### config.mk
export PLATFORM = sky130hd
export DESIGN_NAME = dpram_arbiter
export DESIGN_NICKNAME = d
export VERILOG_FILES = /design/src/rtl/dpram_arbiter.sv
export SDC_FILE = /design/constraint.sdc
export NUM_CORES = 1
export LEC_CHECK = 0
export CAP_MARGIN = 40
export CELL_PAD_IN_SITES_DETAIL_PLACEMENT = 1
export CELL_PAD_IN_SITES_GLOBAL_PLACEMENT = 1
export CORE_UTILIZATION = 41
export DETAILED_ROUTE_END_ITERATION = 8
export PLACE_DENSITY = 0.93
export SYNTH_ARGS = -nofsm -noshare
export SYNTH_HDL_FRONTEND = slang
export SYNTH_SLANG_ARGS = --single-unit
### constraint.sdc
create_clock -name clk -period 11.9 [get_ports clk]
set_input_delay 1.785 -clock clk [delete_from_list [all_inputs] [get_ports clk]]
set_output_delay 1.785 -clock clk [all_outputs]
set_load 0.005 [all_outputs]
### src/rtl/dpram_arbiter.sv
// dpram_arbiter: round-robin sharing of a two-port 256x8 RAM among NUM_REQ requesters
module dpram_arbiter #(
    parameter int NUM_REQ = 4
) (
    input  logic                 clk,
    input  logic                 rst_n,
    input  logic [NUM_REQ-1:0]   req,
    input  logic [NUM_REQ-1:0]   we,
    input  logic [8*NUM_REQ-1:0] addr,
    input  logic [8*NUM_REQ-1:0] wdata,
    output logic [NUM_REQ-1:0]   gnt,
    output logic [NUM_REQ-1:0]   rvalid,
    output logic [8*NUM_REQ-1:0] rdata,
    output logic [7:0]           ram_addr_A,
    output logic [7:0]           ram_addr_B,
    output logic [7:0]           ram_data_A,
    output logic [7:0]           ram_data_B,
    output logic                 ram_wr_en_A,
    output logic                 ram_wr_en_B,
    input  logic [7:0]           ram_q_A,
    input  logic [7:0]           ram_q_B
);
    localparam int IW = $clog2(NUM_REQ);

    logic [IW-1:0] ptr, ptr_nxt, cand;
    logic [IW-1:0] sel [2];
    logic          sel_v [2];
    logic [7:0]    a_arr [NUM_REQ];
    logic [7:0]    d_arr [NUM_REQ];
    logic [7:0]    rd_arr [NUM_REQ];
    logic [7:0]    p_addr [2];
    logic [7:0]    p_data [2];
    logic          p_we [2];
    logic          t1_v [2], t1_rd [2], t2_v [2], t2_rd [2];
    logic [IW-1:0] t1_id [2], t2_id [2];
    logic [7:0]    q [2];

    function automatic logic [IW-1:0] rot(input logic [IW-1:0] p, input int k);
        int s;
        s = int'(p) + k;
        return IW'(s >= NUM_REQ ? s - NUM_REQ : s);
    endfunction

    for (genvar i = 0; i < NUM_REQ; i++) begin : g_unpack
        assign a_arr[i] = addr[8*i +: 8];
        assign d_arr[i] = wdata[8*i +: 8];
        assign rdata[8*i +: 8] = rd_arr[i];
    end

    assign q[0]        = ram_q_A;
    assign q[1]        = ram_q_B;
    assign ram_addr_A  = p_addr[0];
    assign ram_addr_B  = p_addr[1];
    assign ram_data_A  = p_data[0];
    assign ram_data_B  = p_data[1];
    assign ram_wr_en_A = p_we[0];
    assign ram_wr_en_B = p_we[1];

    // Rotating scan from ptr: first requester takes port A, first non-conflicting later one takes port B
    always_comb begin
        sel_v[0] = 1'b0;
        sel_v[1] = 1'b0;
        sel[0] = '0;
        sel[1] = '0;
        cand = '0;
        for (int k = 0; k < NUM_REQ; k++) begin
            cand = rot(ptr, k);
            if (rst_n && req[cand]) begin
                if (!sel_v[0]) begin
                    sel_v[0] = 1'b1;
                    sel[0] = cand;
                end else if (!sel_v[1] && !(a_arr[cand] == a_arr[sel[0]] && (we[cand] || we[sel[0]]))) begin
                    sel_v[1] = 1'b1;
                    sel[1] = cand;
                end
            end
        end
    end

    // Grant vector and pointer advance past the last granted requester
    always_comb begin
        gnt = '0;
        for (int p = 0; p < 2; p++)
            if (sel_v[p]) gnt[sel[p]] = 1'b1;
        ptr_nxt = sel_v[1] ? rot(sel[1], 1) : sel_v[0] ? rot(sel[0], 1) : ptr;
    end

    // Pointer register
    always_ff @(posedge clk or negedge rst_n) begin
        if (!rst_n) ptr <= '0;
        else        ptr <= ptr_nxt;
    end

    // RAM port registers; an idle port keeps its address/data and only drops the write enable
    always_ff @(posedge clk or negedge rst_n) begin
        if (!rst_n) begin
            for (int p = 0; p < 2; p++) begin
                p_addr[p] <= '0;
                p_data[p] <= '0;
                p_we[p]   <= 1'b0;
            end
        end else begin
            for (int p = 0; p < 2; p++) begin
                p_we[p] <= sel_v[p] && we[sel[p]];
                if (sel_v[p]) begin
                    p_addr[p] <= a_arr[sel[p]];
                    p_data[p] <= d_arr[sel[p]];
                end
            end
        end
    end

    // Tag pipeline: stage 1 rides with the port registers, stage 2 lines up with ram_q
    always_ff @(posedge clk or negedge rst_n) begin
        if (!rst_n) begin
            for (int p = 0; p < 2; p++) begin
                t1_v[p]  <= 1'b0;
                t1_rd[p] <= 1'b0;
                t1_id[p] <= '0;
                t2_v[p]  <= 1'b0;
                t2_rd[p] <= 1'b0;
                t2_id[p] <= '0;
            end
        end else begin
            for (int p = 0; p < 2; p++) begin
                t1_v[p]  <= sel_v[p];
                t1_rd[p] <= sel_v[p] && !we[sel[p]];
                t1_id[p] <= sel[p];
                t2_v[p]  <= t1_v[p];
                t2_rd[p] <= t1_rd[p];
                t2_id[p] <= t1_id[p];
            end
        end
    end

    // Read return: capture ram_q into the issuing requester's slot and pulse its rvalid
    always_ff @(posedge clk or negedge rst_n) begin
        if (!rst_n) begin
            rvalid <= '0;
            for (int i = 0; i < NUM_REQ; i++) rd_arr[i] <= '0;
        end else begin
            rvalid <= '0;
            for (int p = 0; p < 2; p++) begin
                if (t2_v[p] && t2_rd[p]) begin
                    rvalid[t2_id[p]] <= 1'b1;
                    rd_arr[t2_id[p]] <= q[p];
                end
            end
        end
    end
endmodule

### Yosys cells after proc, flatten, opt, wreduce, memory -nomap -nowiden

Index checks and enable logic that the tools add are counted.

* flip-flop bits (word level): 88
* bits in latches: 0
* RAM bits: 0
* bits in read-only memories: 0
* input port bits: 90
* output and inout bits: 74
* word-level logic and storage cells: 222
* memories: 0

* add/sub/neg operators: 11
* multipliers: 0
* div/mod/pow operators: 0
* $lt $le $gt $ge: 33
* eq/ne operators: 3
* shift operators: 0
* muxes and demuxes: 105
* bitwise logic cells: 12
* reductions and logical operators: 34

Operator list (number)
* 2-to-1 mux 8 bit: 22
* binary-select mux 8 bit (select 2 bit): 10
* bitwise mux 32 bit: 2
* 2-to-1 mux 32 bit: 2
* greater-or-equal comparator 3 bit (second input constant): 15
* 2-to-1 mux 2 bit: 21
* < comparator 2 x 3 -> 1 bit (second input constant): 11
* demux 8 bit (select 2 bit): 2
* 2-to-1 mux 4 bit: 8
* NOT 2 -> 3 bit: 10
* binary-select mux 1 bit (select 2 bit): 12
* equality test 8 bit: 3
* logical AND 1 bit: 22
* 2-to-1 mux 1 bit: 22
* subtractor 2 x 1 -> 2 bit (second input constant): 6
* adder 2 x 1 -> 3 bit (second input constant): 3
* demux 1 bit (select 2 bit): 4
* greater-or-equal comparator 2 x 1 -> 1 bit (second input constant): 4
* logical NOT 1 bit: 8
* bitwise OR 4 bit: 2
* adder 2 x 2 -> 3 bit (second input constant): 2
* < comparator 3 x 1 -> 1 bit (second input constant): 2
* greater-or-equal comparator 2 x 3 -> 1 bit (second input constant): 1
* logical OR 1 bit: 3
* nonzero test 2 bit: 1

### Logic depth before layout (Yosys ltp)

Gate-level depths: netlist of run 1.

* depth in word-level cells: 46
* mapped depth: 21

### Worst setup path before layout of run 1

Ideal clock, no wire load.

* kind: input to output
* from: input rst_n
* to: output gnt[1]
* arrival time: 5633 ps
* data required time: 10115 ps
* path slack: 4482 ps
* cell stages on the path: 18
* path buffers: 5
* cell sequence: and2_0 -> nor2b_1 -> buf_2 -> nor2b_1 -> inv_1 -> ha_1 -> buf_1 -> mux4_2 -> xor2_1 -> nand4_1 -> nor4_1 -> nor3_1 -> buf_2 -> nor3_1 -> o21ba_2 -> buf_4 -> buf_1 -> o21ai_0

* word-level cells in the longest chain between the ends: 29
* elaborated cells between the ends (all ways): 75

RTL lines
* start: declaration: RTL line 6 `input logic rst_n,`
* logical AND 1 bit: RTL line 68 `if (rst_n && req[cand]) begin`
* 2-to-1 mux 4 bit: RTL line 68
* NOT 2 -> 3 bit (not written as such): RTL line 72 `end else if (!sel_v[1] && !(a_arr[cand] == a_arr[sel[0]] && (we[cand] || we[sel[0]]))) begin`
* binary-select mux 8 bit (select 2 bit): RTL line 72
* 2-to-1 mux 8 bit (not written as such) (2 in series): RTL line 72
* equality test 8 bit: RTL line 72
* logical AND 1 bit: RTL line 72
* logical NOT 1 bit: RTL line 72
* (+12 left out)
* 2-to-1 mux 2 bit: RTL line 69 `if (!sel_v[0]) begin`
* 2-to-1 mux 4 bit: RTL line 68
* < comparator 2 x 3 -> 1 bit (not written as such) / greater-or-equal comparator 2 x 1 -> 1 bit (equally long branches): RTL line 84 `if (sel_v[p]) gnt[sel[p]] = 1'b1;`
* logical AND 1 bit (not written as such): RTL line 84
* 2-to-1 mux 1 bit (not written as such): RTL line 84
* demux 1 bit (select 2 bit): RTL line 84
* bitwise OR 4 bit (no source line)
* 2-to-1 mux 4 bit *: RTL line 84
* end: declaration: RTL line 11 `output logic [NUM_REQ-1:0] gnt,`

Mark *: on every way between the ends. The rest lies on a longest branch, timed or not. The select of a mux whose other input is x is not followed.

### Final worst setup path of run 1

* from: input req[3]
* to: output gnt[0]

* word-level cells in the longest chain between the ends: 31
* elaborated cells between the ends (all ways): 83

RTL lines
* start: declaration: RTL line 7 `input logic [NUM_REQ-1:0] req,`
* binary-select mux 1 bit (select 2 bit): RTL line 68
* 2-to-1 mux 1 bit (not written as such): RTL line 68
* logical AND 1 bit: RTL line 68
* 2-to-1 mux 4 bit: RTL line 68
* NOT 2 -> 3 bit (not written as such): RTL line 72
* binary-select mux 8 bit (select 2 bit): RTL line 72
* 2-to-1 mux 8 bit (not written as such) (2 in series): RTL line 72
* equality test 8 bit: RTL line 72
* (+14 left out)
* 2-to-1 mux 2 bit: RTL line 69
* 2-to-1 mux 4 bit: RTL line 68
* < comparator 2 x 3 -> 1 bit (not written as such) / greater-or-equal comparator 2 x 1 -> 1 bit (equally long branches): RTL line 84
* logical AND 1 bit (not written as such): RTL line 84
* 2-to-1 mux 1 bit (not written as such): RTL line 84
* demux 1 bit (select 2 bit): RTL line 84
* bitwise OR 4 bit (no source line)
* 2-to-1 mux 4 bit *: RTL line 84

Marked as above.

==> flow_summary.json, run 1 <==
{
  "num_vias": 7104,
  "yosysSeqAreaShare_pct": 31.4,
  "hold_buffers": 0,
  "yosysMostFrequentCell": "nand2_1",
  "netlist_top_cells_area": "dfrtp_1, mux2i_1, mux4_2",
  "ios": 164,
  "post_drt_wl_per_cell_um": 23.0,
  "start_util_pct": 42.2,
  "cts_tree": "built",
  "wirelength_um": 26000,
  "place_area_um2": 8810,
  "cts_max_level": 3,
  "die_y_um": 133,
  "drt_pass1_iterations": 5,
  "cap_violations": 0,
  "dp_slack_ns": 1.95,
  "setup_ws_ns": 1.63,
  "path_cells": "clkdlybuf4s50_1, mux2i_1, nor2b_1, nor2b_1, inv_1, ha_1, a221oi_1, o21ai_0, o2111ai_2, mux2i_1, xnor2_1, nor4_1, a31oi_1, a21oi_2, o21ba_2, nand2_1, o32ai_1, clkdlybuf4s50_1",
  "syn_avg_cell_area_um2": 9.06,
  "layout-drive-gt1-share_pct": 12.0,
  "dp_hpwl_um": 18700,
  "synth-seq-cells": 88,
  "cts_root_buf": "clkbuf_16",
  "synth.top_cell.area_share_pct": 31.4,
  "crit_type": "in -> out",
  "cp.arrival_ns": 8.49,
  "grt_max_degree": 50,
  "maxSlewHeadroom_pct": 43.9,
  "nets": 997,
  "ant_nets": 0,
  "critPathTopFamily": "compound AO/OA/AOI/OAI gates",
  "cts-resized-gates": 0,
  "yosys-top-cells-count": "nand2_1, dfrtp_1, mux2i_1, nor2_1, o21ai_0",
  "p_leak_nw": 3.83,
  "post-route-drc-count": 0,
  "skew_ns": 0.0124,
  "synth-async-reset-ratio_pct": 100,
  "syn-num-nets": 866,
  "drt_iter0_markers": 573,
  "gp_congestion": 0.934,
  "synth_warnings": 0,
  "power_w": 0.00250,
  "via_per_inst": 6.29,
  "vdd_ir_drop_max_v": 0.000122,
  "coreArea_um2": 16600,
  "min_period_ns": 10.27,
  "slew_viol_final": 0,
  "critical_path.max_stage_delay_ns": 0.68,
  "synthDistinctLibCells": 69,
  "area_growth_pct": 29.9,
  "num_rows": 47,
  "grt_pass1_wl_um": 41300,
  "final-setup-viol-count": 0,
  "timing.fmax_mhz": 97.3,
  "grt_pass1_vias": 7271,
  "synthFlopType": "dfrtp_1",
  "cp-start-kind": "primary input",
  "critPathSlowestCell": "nor2b_1",
  "antenna_found_initial": 0,
  "die_w_um": 133,
  "antenna_cells": 0,
  "io_buffers": 163,
  "die_area_um2": 17700,
  "cp-end-kind": "output pin",
  "min_path_type": "reg -> reg",
  "tns_ns": 0,
  "path_buf_inv": 3,
  "fin_area_um2": 9120,
  "timing.final.crit_share_pct": 86.3,
  "postCtsSetupRepairBufs": 0,
  "cts_max_path_buffers": 2,
  "powerDensity_nw_per_um2": 274,
  "synth_top_cell_by_area": "dfrtp_1",
  "cts_made_buffers": 9,
  "syn_inst": 775,
  "synth_edf_count": 0,
  "critPathRequiredTime_ns": 10.12,
  "path_clk_slew_ns": 0.06,
  "cts_sinks": 88,
  "grtUsageTotal_pct": 29.9,
  "status": "complete, no violations",
  "rsz0062_at_grt": "false",
  "syn_area_um2": 7020,
  "grt_remaining_overflow": 0,
  "tightest_slew_ns": 0.840,
  "hold_viol_final": 0,
  "critPathMaxFanout": 20,
  "clock_latency_ns": 0.36
}
[power by group]
group / switching (W) / leakage, nW / internal [W]
Sequential: 0.0000928 / 1.05 / 0.000455
Combinational: 0.000884 / 2.63 / 0.000767
Clock: 0.000121 / 0.149 / 0.000183
[path summary, 6_finish.rpt]
kind                       cells after the start                   endpoint                from  slack (ns)
max                                           18                     gnt[0]              req[3]        1.63
min                                            0         t2_id[3]$_DFF_PN0_  t1_id[3]$_DFF_PN0_        0.34
max reg2reg                                   18  ram_addr_B[6]$_DFFE_PN0P_  ptr[1]$_DFFE_PN0P_        5.11
min reg2reg                                    0         t2_id[3]$_DFF_PN0_  t1_id[3]$_DFF_PN0_        0.34
max in group asynchronous                      3  ram_data_A[3]$_DFFE_PN0P_               rst_n        9.60
min in group asynchronous                      1  ram_data_B[5]$_DFFE_PN0P_               rst_n        1.33
[worst reg2reg max path: stages, from the launching register on]
cell       delay [ns]
dfrtp_1          0.32
buf_4            0.46
and2_0           0.41
nor2b_1          0.73
nor2b_1          0.19
inv_1            0.11
ha_1             0.61
a221oi_1         0.11
o21ai_0          0.17
o2111ai_2        0.45
mux2i_1          0.34
xnor2_1          0.11
nor4_1           0.42
a31oi_1          0.28
a21oi_2          0.49
o21ba_2          0.61
clkinv_1         0.40
mux2i_1          0.30
o221ai_1         0.15
[kinds of logic (layout without fill, tap and decap cells)]
kind of cell	count (synthesis)	in the layout	synth area share (%)
AOI/OAI and AO/OA	208	208	20.5
xor gates and xnor gates	29	29	3.62
adders and majority gates	1	1	0.178
buffers and inverters	92	227	5.81
DFF	88	88	31.4
muxes	125	125	23.5
and+or+nand+nor	232	232	15.0
[flip-flops by register name (all words and copies together), names as in the netlist]
name / count
ptr: 2
ram_addr_A: 8
ram_addr_B: 8
ram_data_A: 8
ram_data_B: 8
ram_wr_en_A: 1
ram_wr_en_B: 1
rdata: 32
rvalid: 4
t1_id: 4
t1_rd: 2
t1_v: 2
t2_id: 4
t2_rd: 2
t2_v: 2
[stage by stage]
step	util [%]	hold WS (ns)	instances
6_report	54.8	0.343	1130
5_1_grt	54.8	0.351	1130
4_1_cts	54.8	0.344	1130
3_5_place_dp	53.0	0.336	1115
3_3_place_gp	52.7	0.333	1113
2_1_floorplan	-	0.331	775
[metal layers]
metal / GRT usage, % / routed length (um) / vias up
met2: 49.7 / 12600 / 349
met3: 3.33 / 1670 / 74
li1: - / - / 3116
met4: 12.2 / 819 / 0
met1: 39.7 / 10900 / 3565
met5: 0 / 0 / -
[cell type report]
cell class | instances | area, um2
fillers | 1869 | 7520
repair buffers | 178 | 1770
flip-flops and latches | 88 | 2200
multi-input cells | 595 | 4430
well taps | 220 | 275
clock buffers | 10 | 229
inverters | 34 | 128
clock inverters | 5 | 81.3
[layout by cell type, fill, tap and decap left out, types with 3 or more instances in the layout]
| cell | n |
|---|---|
| nor2b_1 | 5 |
| and3_1 | 4 |
| o221a_2 | 12 |
| o211ai_1 | 19 |
| nand2_1 | 96 |
| clkdlybuf4s50_1 | 162 |
| mux4_2 | 28 |
| mux2_1 | 7 |
| nor3_1 | 6 |
| or3_1 | 4 |
| clkbuf_16 | 9 |
| nand2b_1 | 14 |
| nand4_1 | 5 |
| buf_4 | 14 |
| inv_1 | 32 |
| dfrtp_1 | 87 |
| a31oi_1 | 11 |
| xnor2_1 | 17 |
| a221oi_1 | 9 |
| a221o_1 | 3 |
| and2_1 | 4 |
| o21ai_0 | 59 |
| a211oi_1 | 15 |
| a21oi_1 | 41 |
| a22o_1 | 4 |
| o221ai_1 | 10 |
| nand3_1 | 10 |
| nor2_1 | 69 |
| xor2_1 | 12 |
| mux2i_1 | 68 |
| mux2_2 | 19 |
Note: power is estimated with default switching activity, not from simulation.
==> inputs of run 2 (changes only) <==
- SKIP_LAST_GASP: default -> 1
==> results of run 2 <==
The final DEF is identical to that of run 1; final timing and power are the same.
